--- src/rtl/instr_fetch_unit.sv ---
// Instruction fetch unit: holds the PC, issues one request/response fetch per
// fetch_req, latches the returned word into the IR and applies PC redirects.
//
// state  | meaning
// -------+-----------------------------------------------------------
// S_IDLE | no fetch outstanding; accepts fetch_req and direct pc_load
// S_REQ  | imem_req asserted at pc_q, waiting for imem_gnt
// S_WAIT | request granted, waiting for imem_rvalid
module instr_fetch_unit #(
   parameter logic [31:0] RESET_PC  = 32'h0000_0000,
   parameter logic [31:0] NOP_INSTR = 32'h0000_0013
) (
   input  logic        clk_i,
   input  logic        rst_i,
   input  logic        fetch_req_i,
   input  logic        pc_load_i,
   input  logic [31:0] pc_target_i,
   output logic        imem_req_o,
   output logic [31:0] imem_addr_o,
   input  logic        imem_gnt_i,
   input  logic        imem_rvalid_i,
   input  logic [31:0] imem_rdata_i,
   output logic [31:0] ir_o,
   output logic [6:0]  opcode_o,
   output logic [31:0] pc_out_o,
   output logic [31:0] pc_plus4_o,
   output logic        ir_valid_o,
   output logic        busy_o,
   output logic        misaligned_err_o
);

   typedef enum logic [1:0] {
      S_IDLE = 2'd0,
      S_REQ  = 2'd1,
      S_WAIT = 2'd2
   } state_t;

   state_t      state_q, state_d;
   logic [31:0] pc_q, pc_d;
   logic [31:0] ir_q, ir_d;
   logic [31:0] pc_out_q, pc_out_d;
   logic        ir_valid_q, ir_valid_d;
   logic        redir_pend_q, redir_pend_d;
   logic [31:0] redir_addr_q, redir_addr_d;
   logic        mis_err_q, mis_err_d;
   logic [31:0] target_al;

   assign target_al = {pc_target_i[31:2], 2'b00};

   always_ff @(posedge clk_i or posedge rst_i) begin
      if (rst_i) begin
         state_q      <= S_IDLE;
         pc_q         <= RESET_PC;
         ir_q         <= NOP_INSTR;
         pc_out_q     <= RESET_PC;
         ir_valid_q   <= 1'b0;
         redir_pend_q <= 1'b0;
         redir_addr_q <= RESET_PC;
         mis_err_q    <= 1'b0;
      end else begin
         state_q      <= state_d;
         pc_q         <= pc_d;
         ir_q         <= ir_d;
         pc_out_q     <= pc_out_d;
         ir_valid_q   <= ir_valid_d;
         redir_pend_q <= redir_pend_d;
         redir_addr_q <= redir_addr_d;
         mis_err_q    <= mis_err_d;
      end
   end

   always_comb begin
      state_d      = state_q;
      pc_d         = pc_q;
      ir_d         = ir_q;
      pc_out_d     = pc_out_q;
      ir_valid_d   = ir_valid_q;
      redir_pend_d = redir_pend_q;
      redir_addr_d = redir_addr_q;
      mis_err_d    = mis_err_q;

      if (pc_load_i && (pc_target_i[1:0] != 2'b00)) mis_err_d = 1'b1;

      case (state_q)
         S_IDLE: begin
            if (pc_load_i) pc_d = target_al;
            if (fetch_req_i) begin
               state_d    = S_REQ;
               ir_valid_d = 1'b0;
            end
         end
         S_REQ: begin
            if (pc_load_i) begin
               redir_pend_d = 1'b1;
               redir_addr_d = target_al;
            end
            if (imem_gnt_i) state_d = S_WAIT;
         end
         S_WAIT: begin
            if (pc_load_i) begin
               redir_pend_d = 1'b1;
               redir_addr_d = target_al;
            end
            if (imem_rvalid_i) begin
               state_d      = S_IDLE;
               ir_d         = imem_rdata_i;
               pc_out_d     = pc_q;
               ir_valid_d   = 1'b1;
               redir_pend_d = 1'b0;
               // A redirect arriving on the response cycle is the newest one and wins.
               if (pc_load_i)         pc_d = target_al;
               else if (redir_pend_q) pc_d = redir_addr_q;
               else                   pc_d = pc_q + 32'd4;
            end
         end
         default: state_d = S_IDLE;
      endcase
   end

   assign imem_req_o       = (state_q == S_REQ);
   assign imem_addr_o      = pc_q;
   assign busy_o           = (state_q != S_IDLE);
   assign ir_o             = ir_q;
   assign opcode_o         = ir_q[6:0];
   assign pc_out_o         = pc_out_q;
   assign pc_plus4_o       = pc_out_q + 32'd4;
   assign ir_valid_o       = ir_valid_q;
   assign misaligned_err_o = mis_err_q;

endmodule

--- config.mk ---
export PLATFORM = sky130hd
export DESIGN_NAME = instr_fetch_unit
export DESIGN_NICKNAME = d
export VERILOG_FILES = /design/src/rtl/instr_fetch_unit.sv
export SDC_FILE = /design/constraint.sdc
export NUM_CORES = 1
export LEC_CHECK = 0
export CAP_MARGIN = 10
export CORE_UTILIZATION = 51
export CTS_CLUSTER_DIAMETER = 100
export DETAILED_ROUTE_END_ITERATION = 8
export GPL_ROUTABILITY_DRIVEN = 0
export MAX_ROUTING_LAYER = met4
export PLACE_DENSITY = 0.87
export SKIP_CTS_REPAIR_TIMING = 1
export SLEW_MARGIN = 10
export SYNTH_ARGS = -nofsm -noshare
export SYNTH_HDL_FRONTEND = slang
export SYNTH_SLANG_ARGS = --single-unit
export TNS_END_PERCENT = 50
--- constraint.sdc ---
create_clock -name clk_i -period 11.38 [get_ports clk_i]
set_clock_uncertainty 0.2 [all_clocks]
set_input_delay 1.707 -clock clk_i [delete_from_list [all_inputs] [get_ports clk_i]]
set_output_delay 1.707 -clock clk_i [all_outputs]
set_load 0.02 [all_outputs]
# After elaboration in Yosys (flattened, before gate mapping)
# Cells that the tools add are included.
dict set report op_classes {
  addsub 2
  eq_ne 6
  n_mux 15
  n_reduce_logical 12
}
# cell count
set op_table {}
lappend op_table {{2-to-1 mux 32 bit} 4}
lappend op_table {{adder 32 x 3 -> 32 bit (second input constant)} 2}
lappend op_table {{one-hot mux 32 bit (2 select lines)} 1}
lappend op_table {{AND reduction 3 bit} 3}
lappend op_table {{nonzero test 2 bit} 4}
lappend op_table {{2-to-1 mux 2 bit} 3}
lappend op_table {{inequality test 2 bit (second input constant)} 3}
lappend op_table {{one-hot mux 2 bit (3 select lines)} 1}
lappend op_table {{2-to-1 mux 1 bit} 4}
lappend op_table {{one-hot mux 1 bit (2 select lines)} 2}
lappend op_table {{AND reduction 2 bit} 2}
lappend op_table {{== test 2 x 1 -> 1 bit (second input constant)} 1}
lappend op_table {{== test 2 bit (second input constant)} 1}
lappend op_table {{zero test 2 bit} 1}
lappend op_table {{inequality test 2 x 1 -> 1 bit (second input constant)} 1}
lappend op_table {{OR reduction 2 bit} 1}
lappend op_table {{logical AND 1 bit} 1}
dict set report totals {
  regBits 131
  input_bits 70
  output_inout_bits 139
  word_cells 43
}

# Depth between registers and ports, before layout
dict set report logic_depth {
  word_depth 5
  depth_mapped 9
  depth_no_buf 7
}

# Worst setup path before layout
# OpenSTA, ideal clock, no wires.
dict set report synth_path {
  path_kind {register -> output}
  startpoint {register pc_out_q[11] (netlist: pc_out_o[11])}
  endpoint {output port pc_plus4_o[31]}
  arrival_ns 1.935
  required_ns 9.473
  slack_ns 7.538
  stages_incl_launch_ff 6
  path_buffers 0
  cell_sequence {dfrtp_1 -> and3_1 -> nand3_1 -> or4_1 -> nor3_2 -> xor2_1}
}
dict set report synth_between {
  elab_chain_len 1
}
# element line
set synth_rtl {}
lappend synth_rtl {{from (decl)} 41} ;# logic [31:0] pc_out_q, pc_out_d;
lappend synth_rtl {{from (signal assigned)} 64} ;# pc_out_q <= pc_out_d;
lappend synth_rtl {{adder 32 x 3 -> 32 bit} 126} ;# assign pc_plus4_o = pc_out_q + 32'd4;
lappend synth_rtl {{to (decl)} 26} ;# output logic [31:0] pc_plus4_o,
# Every way passes these cells.

# Worst setup path in the final report
dict set report layout_path {
  startpoint {register pc_out_q[16] (netlist: pc_out_o[16])}
  endpoint {output port pc_plus4_o[29]}
}
# The elaborated chain is that of the path after synthesis.

==> flow_summary.yaml <==
drt:
  drt_iter0_drc: 576
  vias: 5770
  via_per_inst: 5.81
  drc: 0
  drt-total-wl_mm: 19.2
  wl_per_cell_um: 19.3
  ant_nets: 0
  dr.pass1.iters: 5
sta:
  rsz0062_at_grt: "no"
  tns_ns: 0
  finalMaxSlewViolations: 0
  post-route-period-util_pct: 41.8
  timing.fmax_mhz: 210
  timing.slew.headroom_pct: 31.3
  fin_crit_ns: 4.75
  finalSetupViolCount: 0
  tightest_slew_ns: 1.03
  hold_viol: 0
worst_hold_path:
  whs_endpoint: "misaligned_err_o"
  holdCritStartpoint: "misaligned_err_o"
  hp-class: "reg2reg"
  hold_path_depth: 1
logic_synthesis:
  synth_compound_area_share_pct: 9.56
  synth_edf_count: 0
  ys.flop_type: "dfrtp_1"
  synth_top_area_share_pct: 46.4
  synth_cell_types: 55
  synth-xor-area-share_pct: 6.29
  synth_commonest_cells: "dfrtp_1 (124), mux2_2 (90), nand2_1 (42)"
  yosysMostFrequentCell: "dfrtp_1"
  postSynthAreaPerCell_um2: 10.7
  synth_warnings: 0
  synthSimpleGateAreaFrac_pct: 14.9
  synth_fa_ha_area_share_pct: 0.935
  synth_top_family_by_area: "multiplexers"
  syn_inst: 625
  yosysTopAreaCell: "dfrtp_1"
  yosys-top-cells-area: "dfrtp_1 (46%), mux2_2 (15%), xor2_1 (4.1%)"
  mappedNetlistArea_um2: 6690
  synth_mux_area_share_pct: 15.9
  async_flop_share_pct: 100
  synth-seq-cells: 127
  seq_area_frac_synth_pct: 47.6
place:
  place_inst: 961
  place_hpwl_mm: 13.5
  port_buffers: 202
layout:
  instances_no_fill: 993
  drive_gt1_share_pct: 18.0
  syn2layout_area_growth_pct: 40.1
  multi_input_area_um2: 3210
  antennaDiodeCount: 0
  nets: 883
  n_fill_cell: 889
  seq_area_um2: 3180
global_routing:
  grt-ovfl-total: 0
  grt_max_degree: 68
  grt_pass1_wl_mm: 29.8
  grtUsageTotal_pct: 30.2
  grt_pass1_vias: 5653
  antenna_found_initial: 0
critical_path:
  r2r_start: "redir_pend_q"
  cp.required_ns: 9.47
  worstSetupStartpointType: "register"
  path_class: "reg2out"
  r2r_setup_slack_ns: 8.80
  r2r_cells: 4
  cp-end-kind: "output pin"
  worstPathArrival_ns: 2.85
  worstPathMaxFanout: 7
  r2r-end: "imem_addr_o[17]"
floorplanning:
  core_region_area_um2: 12700
  die_y_um: 117
  start_util_pct: 52.6
  row_count: 41
  die-area_um2: 13600
  io-pin-count: 209
  die_w_um: 117
clocking:
  clock-sinks: 127
  cts_max_level: 4
  cts_buffer_depth: 2
  clock-root-buffer: "clkbuf_16"
  cts_tree: "built"
  cts_inserted_buffers: 17
  clk_latency_ns: 0.42
  clk_pin_slew_ns: 0.05
power:
  irDropWorstVdd_v: 0.000120
  p_leak_uw: 0.00387
  p_per_area_nw_per_um2: 323
  total_power_uw: 3030
run:
  maxCapViolCount: 0
run_status:
  status: "completed"
metal layers:
layer  part of all wire, %  vias to the layer above  global-route usage (%)
met5                     0                        -                       -
met1                    40                     2806                    37.5
met2                    50                      319                    47.3
met4                   2.7                        0                    13.8
met3                   8.1                       45                    6.38
li1                      -                     2600                       -
cells by family (layout without fill, tap and decap cells):
group | Yosys count | in the layout
other cells | 1 | 6
buf+inv | 65 | 256
mux | 95 | 95
simple gates | 186 | 186
fa+ha+maj | 5 | 5
compound gates | 98 | 98
xor+xnor | 48 | 48
flops | 127 | 127
area by class of cell:
type                       instances  area share [%]
sequential                       127            33.9
multi-input combinational        438            34.3
clock inverter                    11            1.72
tap                              172            2.30
inverter                          15           0.627
timing repair buffer             209            22.1
clock buffer                      21            5.02
registers in the layout, indices dropped and copies added, names as in the netlist:
name	flops
ir_valid_o	1
redir_pend_q	1
pc_out_o	30
misaligned_err_o	1
redir_addr_q	30
ir_o	32
state_q	2
imem_addr_o	30
stage by stage:
stage	hold slack, ns	utilization (%)	setup slack (ns)	instance area (µm²)
2_1_floorplan	0.271	-	6.09	6710
3_3_place_gp	0.248	68.7	7.14	8740
3_5_place_dp	0.262	68.7	7.10	8740
4_1_cts	0.277	73.7	6.64	9370
5_1_grt	0.292	73.7	6.48	9370
6_report	0.272	73.7	6.63	9370
power breakdown:
part	leakage, µW	internal [µW]	switching, µW	total, µW
sequential	0.00152	680	281	961
clock	0.000313	382	197	579
combinational	0.00204	738	747	1480
critical path, stage by stage (launching register included):
cell and delay, ns:
dfrtp_1 0.46, and4_1 0.27, nand4_1 0.17, or4_1 0.57, nor2_1 0.16, xor2_1 0.17, clkdlybuf4s50_1 0.63
how the worst max path moves through the flow:
stage | cells past startpoint | to | slack (ns) | from
floorplan | 1 | imem_addr_o[10] | 6.09 | rst_i
global route | 6 | pc_plus4_o[31] | 6.48 | pc_out_o[4]
global placement | 6 | pc_plus4_o[29] | 7.14 | pc_out_o[4]
detailed placement | 6 | pc_plus4_o[25] | 7.10 | pc_out_o[4]
CTS | 6 | pc_plus4_o[29] | 6.64 | pc_out_o[4]
finish | 6 | pc_plus4_o[29] | 6.63 | pc_out_o[16]
cells in the final DEF, fill, tap and decap left out, drive strengths merged, types with 3 or more instances in the layout:
cell type	n
and3	21
o21a	3
clkinv	6
nand3	31
nand2	42
dfrtp	124
nand2b	3
nand4	12
nor3	14
o211ai	3
bufinv	4
ha	5
nor2	41
a221o	4
xor2	31
dfstp	3
mux2	90
a31oi	5
clkdlybuf4s50	202
o21ai	33
or4	3
conb	6
a221oi	13
xnor2	17
clkbuf	21
buf	7
a21oi	20
inv	15
nor4	6
nor2b	3
o22ai	4
mux2i	5
(Power assumes the default switching activity.)
